--- src/rtl/rpsc_pkg.sv ---
// Shared types for the RPSC power-on sequencer: FSM states, fault causes,
// stage indices and small mask helpers.
package rpsc_pkg;

  typedef enum logic [2:0] {
    ST_IDLE     = 3'd0,
    ST_RAMP     = 3'd1,
    ST_SETTLE   = 3'd2,
    ST_RUN      = 3'd3,
    ST_SHUTDOWN = 3'd4,
    ST_FAULT    = 3'd5
  } state_t;

  typedef enum logic [1:0] {
    CAUSE_NONE    = 2'd0,
    CAUSE_PERM    = 2'd1,
    CAUSE_TIMEOUT = 2'd2,
    CAUSE_FB_LOST = 2'd3
  } cause_t;

  localparam logic [1:0] STG_FAN   = 2'd0;
  localparam logic [1:0] STG_CA    = 2'd1;
  localparam logic [1:0] STG_G1    = 2'd2;
  localparam logic [1:0] STG_ANODE = 2'd3;

  // Bits strictly below stage s.
  function automatic logic [3:0] mask_below(input logic [1:0] s);
    logic [4:0] m;
    m = (5'd1 << s) - 5'd1;
    return m[3:0];
  endfunction

  // Bits 0..s inclusive.
  function automatic logic [3:0] mask_upto(input logic [1:0] s);
    logic [4:0] m;
    m = (5'd2 << s) - 5'd1;
    return m[3:0];
  endfunction

  function automatic logic [1:0] lowest_set(input logic [3:0] v);
    logic [1:0] idx;
    idx = 2'd0;
    for (int i = 3; i >= 0; i--) begin
      if (v[i]) idx = 2'(i);
    end
    return idx;
  endfunction

endpackage

--- src/rtl/rpsc_sync2.sv ---
// Two-flop synchronizer for asynchronous level inputs, one chain per bit.
module rpsc_sync2 #(
  parameter int W = 4
) (
  input  logic         clk,
  input  logic         reset,
  input  logic [W-1:0] d,
  output logic [W-1:0] q
);

  for (genvar gi = 0; gi < W; gi++) begin : g_bit
    logic meta_reg;
    logic sync_reg;

    always_ff @(posedge clk or negedge reset) begin
      if (!reset) begin
        meta_reg <= 1'b0;
        sync_reg <= 1'b0;
      end else begin
        meta_reg <= d[gi];
        sync_reg <= meta_reg;
      end
    end

    assign q[gi] = sync_reg;
  end

endmodule

--- src/rtl/rpsc_on_sequencer.sv ---
// Ordered FAN -> CA -> G1 -> Anode power-on/off sequencer with permit and
// feedback supervision; any trip drops every command at once.
module rpsc_on_sequencer
  import rpsc_pkg::*;
#(
  parameter int CONFIRM_TO = 1000,
  parameter int SETTLE_CYC = 500,
  parameter int OFF_CYC    = 200,
  parameter int CNT_W      = 24
) (
  input  logic       clk,
  input  logic       reset,
  input  logic       start,
  input  logic       stop,
  input  logic       clear_fault,
  input  logic [3:0] perm,
  input  logic [3:0] on_fb,
  output logic [3:0] cmd,
  output logic       running,
  output logic       busy,
  output logic       fault,
  output logic [1:0] fault_stage,
  output logic [1:0] fault_cause,
  output logic [2:0] state
);

  localparam logic [CNT_W-1:0] CONFIRM_LAST = CNT_W'(CONFIRM_TO - 1);
  localparam logic [CNT_W-1:0] SETTLE_LAST  = CNT_W'(SETTLE_CYC - 1);
  localparam logic [CNT_W-1:0] OFF_LAST     = CNT_W'(OFF_CYC - 1);

  logic [3:0]       perm_s, fb_s;
  state_t           state_reg, state_next;
  logic [1:0]       stage_reg, stage_next;
  logic [CNT_W-1:0] timer_reg;
  logic             timer_clr;
  logic [3:0]       cmd_reg, cmd_next;
  logic [1:0]       fstage_reg, fstage_next;
  cause_t           fcause_reg, fcause_next;
  logic [3:0]       confirmed, perm_miss, fb_miss;
  logic             monitor_on;

  rpsc_sync2 #(.W(4)) u_sync_perm (.clk(clk), .reset(reset), .d(perm),  .q(perm_s));
  rpsc_sync2 #(.W(4)) u_sync_fb   (.clk(clk), .reset(reset), .d(on_fb), .q(fb_s));

  assign monitor_on = (state_reg == ST_RAMP) || (state_reg == ST_SETTLE) || (state_reg == ST_RUN);
  assign perm_miss  = cmd_reg & ~perm_s;
  assign fb_miss    = confirmed & ~fb_s;

  always_comb begin
    state_next  = state_reg;
    stage_next  = stage_reg;
    fstage_next = fstage_reg;
    fcause_next = fcause_reg;
    case (state_reg)
      ST_RAMP:   confirmed = mask_below(stage_reg);
      ST_SETTLE: confirmed = mask_upto(stage_reg);
      ST_RUN:    confirmed = 4'hF;
      default:   confirmed = 4'h0;
    endcase

    // Supervision outranks stop and the normal ramp progression.
    if (monitor_on && (perm_miss != 4'h0)) begin
      state_next  = ST_FAULT;
      fcause_next = CAUSE_PERM;
      fstage_next = lowest_set(perm_miss);
    end else if (monitor_on && (fb_miss != 4'h0)) begin
      state_next  = ST_FAULT;
      fcause_next = CAUSE_FB_LOST;
      fstage_next = lowest_set(fb_miss);
    end else begin
      case (state_reg)
        ST_IDLE: begin
          if (start && !stop) begin
            stage_next = STG_FAN;
            if (perm_s[STG_FAN]) begin
              state_next = ST_RAMP;
            end else begin
              state_next  = ST_FAULT;
              fcause_next = CAUSE_PERM;
              fstage_next = STG_FAN;
            end
          end
        end
        ST_RAMP: begin
          if (stop) begin
            state_next = ST_SHUTDOWN;
          end else if (fb_s[stage_reg]) begin
            state_next = ST_SETTLE;
          end else if (timer_reg == CONFIRM_LAST) begin
            state_next  = ST_FAULT;
            fcause_next = CAUSE_TIMEOUT;
            fstage_next = stage_reg;
          end
        end
        ST_SETTLE: begin
          if (stop) begin
            state_next = ST_SHUTDOWN;
          end else if (timer_reg == SETTLE_LAST) begin
            if (stage_reg == STG_ANODE) begin
              state_next = ST_RUN;
            end else if (perm_s[stage_reg + 2'd1]) begin
              state_next = ST_RAMP;
              stage_next = stage_reg + 2'd1;
            end else begin
              state_next  = ST_FAULT;
              fcause_next = CAUSE_PERM;
              fstage_next = stage_reg + 2'd1;
            end
          end
        end
        ST_RUN: begin
          if (stop) state_next = ST_SHUTDOWN;
        end
        ST_SHUTDOWN: begin
          if (timer_reg == OFF_LAST) begin
            if (stage_reg == STG_FAN) state_next = ST_IDLE;
            else                      stage_next = stage_reg - 2'd1;
          end
        end
        ST_FAULT: begin
          if (clear_fault && (fb_s == 4'h0)) begin
            state_next  = ST_IDLE;
            fstage_next = 2'd0;
            fcause_next = CAUSE_NONE;
          end
        end
        default: state_next = ST_IDLE;
      endcase
    end

    timer_clr = (state_next != state_reg) || (stage_next != stage_reg);

    // Commands are derived from the next state so they land on the same edge.
    case (state_next)
      ST_RAMP, ST_SETTLE: cmd_next = mask_upto(stage_next);
      ST_RUN:             cmd_next = 4'hF;
      ST_SHUTDOWN:        cmd_next = mask_below(stage_next);
      default:            cmd_next = 4'h0;
    endcase
  end

  always_ff @(posedge clk or negedge reset) begin
    if (!reset) begin
      state_reg  <= ST_IDLE;
      stage_reg  <= STG_FAN;
      timer_reg  <= '0;
      cmd_reg    <= 4'h0;
      fstage_reg <= 2'd0;
      fcause_reg <= CAUSE_NONE;
    end else begin
      state_reg  <= state_next;
      stage_reg  <= stage_next;
      cmd_reg    <= cmd_next;
      fstage_reg <= fstage_next;
      fcause_reg <= fcause_next;
      if (timer_clr)              timer_reg <= '0;
      else if (timer_reg != '1)   timer_reg <= timer_reg + 1'b1;
    end
  end

  assign cmd         = cmd_reg;
  assign running     = (state_reg == ST_RUN);
  assign busy        = (state_reg == ST_RAMP) || (state_reg == ST_SETTLE) || (state_reg == ST_SHUTDOWN);
  assign fault       = (state_reg == ST_FAULT);
  assign fault_stage = fstage_reg;
  assign fault_cause = fcause_reg;
  assign state       = state_reg;

endmodule

--- config.mk ---
export PLATFORM = sky130hd
export DESIGN_NAME = rpsc_on_sequencer
export DESIGN_NICKNAME = d
export VERILOG_FILES = /design/src/rtl/rpsc_pkg.sv /design/src/rtl/rpsc_sync2.sv /design/src/rtl/rpsc_on_sequencer.sv
export SDC_FILE = /design/constraint.sdc
export NUM_CORES = 1
export LEC_CHECK = 0
export CAP_MARGIN = 20
export CORE_ASPECT_RATIO = 0.5
export CORE_MARGIN = 5
export CORE_UTILIZATION = 53
export DETAILED_ROUTE_END_ITERATION = 8
export PLACE_DENSITY = 0.83
export SLEW_MARGIN = 20
export SYNTH_ARGS = -nofsm -noshare
export SYNTH_HDL_FRONTEND = slang
export SYNTH_HIERARCHICAL = 1
export SYNTH_SLANG_ARGS = --single-unit
--- constraint.sdc ---
create_clock -name clk -period 3.9 [get_ports clk]
set_input_delay 0.585 -clock clk [delete_from_list [all_inputs] [get_ports clk]]
set_output_delay 0.585 -clock clk [all_outputs]
set_load 0.05 [all_outputs]
==> results of run 1 <==
cells in the mapped netlist, types with 3 or more instances:
cell      number
nor3_1        11
nand2_1       27
a21o_1         3
nor2_1        29
dfrtp_1       53
mux2i_1        6
nand3_1       17
and3_1         7
buf_4          9
nand4_1        7
nor2b_1        7
or2_2          4
o21ai_0       11
xor2_1        13
mux2_2         4
xnor2_1        9
o31ai_1        7
buf_6          6
and2_1         5
nand2b_1      12
a211oi_1       4
inv_1         17
and4_1         4
a31oi_1        6
nor4_4         3
nor2_4        19
a21oi_1        7
ha_1          11
nor4_1         3
routing by layer:
layer / wire length (µm) / track usage, % / vias to the layer above
met1: 3770 / 27.4 / 1389
met3: 678 / 4.46 / 26
met5: 0 / 0 / -
met4: 190 / 6.42 / 0
li1: - / - / 1390
met2: 4160 / 36.1 / 146
worst max-delay path, stage by stage (launching register included):
cell      delay (ps)
dfrtp_1          400
ha_1             250
or3b_2           530
or2_2            340
or4_1            610
nor2_1           130
nor3_1            50
nand3_1          140
nand2_1           90
inv_1             70
ha_1             160
and3_1           160
inv_1             50
ha_1             200
nor2b_1          130
o211ai_1         140
nor2b_1          140
o21ai_0           70
layout by cell type (no fill, tap or decap), drive strengths merged, types with 6 or more instances in the layout:
| cell type | netlist | layout |
|---|---|---|
| ha | 11 | 11 |
| clkdlybuf4s50 | 0 | 25 |
| nor3 | 13 | 13 |
| nand3 | 17 | 17 |
| nor2 | 49 | 49 |
| a31oi | 6 | 6 |
| mux2i | 6 | 6 |
| clkbuf | 3 | 6 |
| nand4 | 8 | 8 |
| nor4 | 7 | 7 |
| o21ai | 13 | 13 |
| and3 | 7 | 7 |
| xor2 | 13 | 13 |
| inv | 17 | 18 |
| nand2 | 27 | 27 |
| xnor2 | 9 | 9 |
| nor2b | 7 | 7 |
| nand2b | 12 | 12 |
| buf | 17 | 20 |
| dfrtp | 53 | 53 |
| o31ai | 7 | 7 |
| a21oi | 7 | 7 |
cell families after synthesis:
family | count (synthesis) | share of synthesized area [%]
simple gates | 172 | 30.5
compound gates | 62 | 12.1
flops | 53 | 36.5
buf+inv | 38 | 7.03
xor+xnor | 22 | 5.31
mux | 13 | 4.44
fa+ha+maj | 12 | 4.06
worst max-delay path by stage:
stage / start / to / slack [ps]
after floorplan: state[2]$_DFF_PN0_ / cmd[2]$_DFF_PN0_ / 10
after global placement: state[0]$_DFF_PN0_ / timer_reg[2]$_DFFE_PN0P_ / 90
after detailed placement: state[0]$_DFF_PN0_ / timer_reg[22]$_DFFE_PN0P_ / 1
after CTS: state[0]$_DFF_PN0_ / timer_reg[22]$_DFFE_PN0P_ / 4
after global routing: state[0]$_DFF_PN0_ / cmd[2]$_DFF_PN0_ / -150
final: timer_reg[0]$_DFFE_PN0P_ / cmd[2]$_DFF_PN0_ / 80
report_power, final:
group	switching, W	internal (W)	total [W]
Sequential	0.0000408	0.000616	0.000657
Clock	0.000199	0.000302	0.000500
Combinational	0.000954	0.000588	0.00154
Total	0.00119	0.00151	0.00270
through the flow:
| step | cells | setup TNS, ps |
|---|---|---|
| floorplan | 372 | 0 |
| global placement | 488 | 0 |
| detailed placement | 488 | 0 |
| CTS | 495 | 0 |
| global route | 497 | -150 |
| finish | 497 | 0 |
final cells by class:
cell class                 instances  area share [%]
multi-input combinational        281            49.7
clock buffer                       5            2.98
sequential                        53            31.7
inverter                          18            1.61
tap                               92            2.74
clock inverter                     2           0.924
timing repair buffer              46            10.4
what timing repair did:
item,CTS,global route
resized for setup,2,3
hold buffers,0,0
cloned,0,1
endpoints found under the setup margin,3,25
endpoints found under the hold margin,0,0
buffers inserted,0,1
pin swaps,1,1
==> flow_summary_export.csv, run 1 <==
group,metric,value,unit
clock_tree,cts_root_buf,"clkbuf_16",
timing,slew_headroom,40.1,%
logic_synthesis,synth_ff_type,"dfrtp_1",
placement,pre_cts_ws,1.08,ps
timing,setup_ws,83.6,ps
finish,syn_to_final_growth,15.6,%
logic_synthesis,ys_types,67,
worst_setup_path,cp_max_fo,5,
global_routing,antenna_found_initial,0,
pwr,power,0.00270,W
clock_tree,clock_sinks,53,
timing,whs,348,ps
timing,fin_crit_sh,97.9,%
route,drt_wl_total,8.80,mm
finish,drive_gt1_share,20.0,%
floorplan,start_util,54.4,%
placement,dp_hpwl,6.23,mm
route,drc_errors,0,
worst_hold_path,min_path_cells,0,
pwr,leakagePower,1.73,nW
logic_synthesis,synth_area,3630,µm²
worst_setup_path,ff2ff_setup_slack,80,ps
finish,antenna_cells,0,
worst_setup_path,critPathCaptureType,"flip-flop",
worst_setup_path,start_kind,"flip-flop",
logic_synthesis,ys_warn_count,6,
finish,multiInputGateArea,2090,µm²
finish,layout.area.seq,1330,µm²
floorplan,rows,21,
route,num_vias,2951,
floorplan,dieArea,8710,µm²
logic_synthesis,synth_edf_count,0,
timing,rsz0062_at_grt,"yes",
logic_synthesis,ys_seq_area_share,36.5,%
clock_tree,ctsHtreeMaxLevel,2,
placement,gp_congestion,0.970,
logic_synthesis,synth.avg_cell_area,9.76,µm²
worst_setup_path,path_class,"flip-flop to flip-flop",
pwr,p_per_area,643,nW/µm²
timing,period_needed,3820,ps
logic_synthesis,netlist_instances,372,
finish,nets,429,
worst_setup_path,r2r-start,"timer_reg[0]$_DFFE_PN0P_",
global_routing,grt_usage,21.0,%
clock_tree,clk_pin_slew,70,ps
logic_synthesis,synthDominantCellAreaShare,36.5,%
logic_synthesis,ys_async_sr_fraction,100,%
finish,final_core_util,62.9,%
worst_hold_path,min_from,"u_sync_fb/g_bit[1].meta_reg$_DFF_PN0_",
worst_setup_path,reg2reg_to,"cmd[2]$_DFF_PN0_",
worst_setup_path,arrival,3980,ps
logic_synthesis,synth_area_leaders,"dfrtp_1 37%, nor2_4 5.9%, ha_1 3.8%, xor2_1 3.1%, nor2_1 3.0%",
clock_tree,clk_latency,290,ps
global_routing,grt_pass1_wl,14.5,mm
placement,placed_area,3980,µm²
finish,nFillCells,537,
outcome,status,"finished clean",
logic_synthesis,ys_ff_latch,53,
timing,tightest_slew,892,ps
global_routing,grt_overflow,0,
route,drt_iter0_markers,388,
finish,largest_reg_flops,24,
floorplan,core,6670,µm²
finish,final_cell_area,4200,µm²
route,wl_per_cell,17.7,µm
pwr,peakVddDrop,0.290,mV
global_routing,grt_pass1_vias,2872,
floorplan,die_w,127,µm
timing,setup_violations,0,
timing,max_freq,0.262,GHz
worst_setup_path,critPathRequiredTime,4060,ps
clock_tree,cts_buffers,5,
floorplan,die_h,68.5,µm
clock_tree,cts_tree,"yes",
timing,final-hold-violation-count,0,
logic_synthesis,synth_area_leader_cell,"dfrtp_1",
worst_hold_path,worstHoldEndpoint,"u_sync_fb/g_bit[1].sync_reg$_DFF_PN0_",
route,drt-pass1-iter-count,5,
timing,finClkSkew,8.43,ps
global_routing,grt_max_degree,36,
route,drt.antenna.violating_nets,0,
job,maxCapViolCount,0,
logic_synthesis,syn_nets,396,
placement,port_buffers,26,
floorplan,io-pin-count,27,
clock_tree,clockBufferDepth,2,
worst_setup_path,reg2reg_depth,17,
timing,drv_slew,0,
route,via_per_inst,5.94,
worst_hold_path,holdCritPathClass,"flip-flop to flip-flop",
No activity file was read; power rests on OpenSTA's default activity.
==> inputs of run 2 (changes only) <==
--- a/config.mk
+++ b/config.mk
@@ -10,6 +10,7 @@
 export CORE_MARGIN = 5
 export CORE_UTILIZATION = 53
 export DETAILED_ROUTE_END_ITERATION = 8
+export GPL_TIMING_DRIVEN = 0
 export PLACE_DENSITY = 0.83
 export SLEW_MARGIN = 20
 export SYNTH_ARGS = -nofsm -noshare
==> flow_summary_export.csv, run 2 (synthesis gave the netlist of run 1 again) <==
group,metric,value,unit
outcome,status,"finished clean",
floorplan,die_h,68.5,µm
timing,slew_headroom,45.8,%
global_routing,grt_pass1_wl,14.1,mm
worst_setup_path,reg2reg_depth,22,
timing,setup_violations,0,
placement,port_buffers,26,
pwr,peakVddDrop,0.352,mV
clock_tree,cts_root_buf,"clkbuf_16",
floorplan,core,6670,µm²
timing,drv_slew,0,
clock_tree,cts_tree,"yes",
worst_setup_path,path_class,"flip-flop to flip-flop",
worst_setup_path,critPathCaptureType,"flip-flop",
global_routing,grt_max_degree,54,
finish,syn_to_final_growth,23.5,%
pwr,seq_power_share,23.0,%
timing,tightest_slew,806,ps
clock_tree,clk_pin_slew,80,ps
worst_setup_path,r2r-start,"state[0]$_DFF_PN0_",
worst_setup_path,cp_slowest_cell,"nor4_4",
floorplan,die_w,127,µm
worst_setup_path,crit_chain,"nand2b_4 -> nor2_4 -> inv_2 -> ha_4 -> nand2_4 -> ha_4 -> o21bai_1 -> a211o_1 -> o31ai_4 -> nor4_4 -> buf_4 -> o211a_1 -> a21o_2 -> inv_2 -> ha_4 -> and3_4 -> inv_2 -> ha_4 -> nor2b_4 -> o211ai_1 -> nor2b_1 -> o21ai_1",
finish,final_cells,514,
worst_setup_path,critical_path_cell_count,22,
global_routing,grt_pass1_vias,2938,
worst_setup_path,cp_num_buf_inv,4,
finish,nFillCells,493,
global_routing,grt_overflow,0,
route,drt.antenna.violating_nets,0,
timing,fin_crit_sh,98.6,%
worst_setup_path,critPathRequiredTime,4120,ps
finish,antenna_cells,0,
global_routing,grt_usage,20.4,%
clock_tree,clockBufferDepth,2,
pwr,p_int,0.00161,W
worst_setup_path,cp_top_family,"simple AND/OR/NAND/NOR gates",
worst_setup_path,ff2ff_setup_slack,50,ps
worst_setup_path,slowest_delay,420,ps
route,drc_errors,0,
global_routing,use_met1,26.0,%
worst_setup_path,crit_top_cell,"ha_4",
finish,layout_commonest_cell,"dfrtp_1",
pwr,leakagePower,1.82,nW
worst_setup_path,cp_max_fo,5,
worst_setup_path,cp-startpoint,"state[0]$_DFF_PN0_",
route,num_vias,3092,
timing,final-hold-violation-count,0,
finish,multiInputGateArea,2230,µm²
job,maxCapViolCount,0,
clock_tree,cts_buffers,5,
finish,largest_reg_flops,24,
clock_tree,ctsHtreeMaxLevel,2,
global_routing,grt_use_met2,34.7,%
placement,dp_hpwl,5.83,mm
clock_tree,cts_hold_buffers,0,
global_routing,top_usage_layer,"met2",
worst_setup_path,start_kind,"flip-flop",
pwr,power,0.00290,W
global_routing,use_met3,4.54,%
timing,finClkSkew,10.4,ps
floorplan,rows,21,
timing,max_freq,0.260,GHz
clock_tree,clock_sinks,53,
worst_setup_path,reg2reg_to,"cmd[2]$_DFF_PN0_",
worst_setup_path,arrival,4070,ps
finish,layout.area.seq,1330,µm²
timing,whs,306,ps
finish,drive_gt1_share,27.5,%
pwr,p_clk_share,18.5,%
worst_hold_path,holdCritPathClass,"input port to async pin",
clock_tree,clk_latency,300,ps
finish,nets,445,
route,via_per_inst,6.02,
pwr,comb_power_share,58.5,%
worst_setup_path,crit_end,"cmd[2]$_DFF_PN0_",
route,drt_wl_total,9.12,mm
floorplan,io-pin-count,27,
route,drt-pass1-iter-count,6,
placement,gp_congestion,0.945,
timing,period_needed,3850,ps
placement,dp.cells,490,
pwr,p_per_area,646,nW/µm²
finish,final_cell_mix,"49 x dfrtp_1, 28 x buf_4, 27 x nor2_1",
timing,rsz0062_at_grt,"yes",
route,drt_iter0_markers,438,
pwr,switching_power,0.00129,W
global_routing,antenna_found_initial,0,
route,wl_per_cell,17.7,µm
floorplan,dieArea,8710,µm²
floorplan,start_util,54.4,%
pwr,switching_share,44.4,%
## run 2: worst min path at each step
stage / start / end / slack [ps] / depth (start not counted)
after floorplan: reset / cmd[0]$_DFF_PN0_ / 290 / 0
after global placement: u_sync_perm/g_bit[1].meta_reg$_DFF_PN0_ / u_sync_perm/g_bit[1].sync_reg$_DFF_PN0_ / 330 / 0
after detailed placement: u_sync_fb/g_bit[1].meta_reg$_DFF_PN0_ / u_sync_fb/g_bit[1].sync_reg$_DFF_PN0_ / 340 / 0
after CTS: reset / timer_reg[21]$_DFFE_PN0P_ / 350 / 1
after global routing: u_sync_fb/g_bit[1].meta_reg$_DFF_PN0_ / u_sync_fb/g_bit[1].sync_reg$_DFF_PN0_ / 360 / 0
final: reset / timer_reg[21]$_DFFE_PN0P_ / 310 / 1
## run 2: layout make-up
type	instances	share of cell area, %
well taps	92	2.57
clock buffers	5	2.79
repair buffers	44	8.76
flip-flops and latches	53	29.7
plain buffers	18	3.82
clock inverters	3	1.12
multi-input cells	281	49.8
inverters	18	1.51
## run 2: metal layers
| layer | share of wire (%) | wire length, µm |
|---|---|---|
| met1 | 43 | 3880 |
| met2 | 46 | 4240 |
| met3 | 8.2 | 751 |
| met4 | 2.7 | 247 |
| met5 | 0 | 0 |
## run 2: timing repair
item	CTS	global route
pin swaps	7	9
cloned	0	0
gates resized for setup	14	20
endpoints found under the hold margin	0	0
setup buffers	6	13
setup endpoints to repair	30	23
## run 2: through the flow
step | setup TNS [ps] | cell area [µm²] | setup slack (ps) | utilization (%)
6_report | 0 | 4490 | 53.8 | 67.2
5_1_grt | -728 | 4490 | -136 | 67.2
4_1_cts | 0 | 4310 | 7.69 | 64.6
3_5_place_dp | -6950 | 4020 | -448 | 60.3
3_3_place_gp | -5800 | 4030 | -397 | 60.3
2_1_floorplan | 0 | 3650 | 10.3 | -
## run 2: worst register-to-register path, delay by kind of cell, from the launching register on
kind	cells	cell delay [ps]
AO/OA/AOI/OAI	7	990
buffers and inverters	4	390
AND/OR/NAND/NOR	7	1150
flip-flops	1	410
adder cells (fa/ha/maj)	4	810
## run 2: power groups by stage
stage	Sequential (W)	Clock, W	Combinational, W
6_report	0.000667	0.000536	0.00169
2_1_floorplan	0.000801	0	0.000987
5_1_grt	0.000678	0.000557	0.00179
4_1_cts	0.000676	0.000534	0.00149
3_3_place_gp	0.000667	0	0.00143
3_5_place_dp	0.000669	0	0.00144
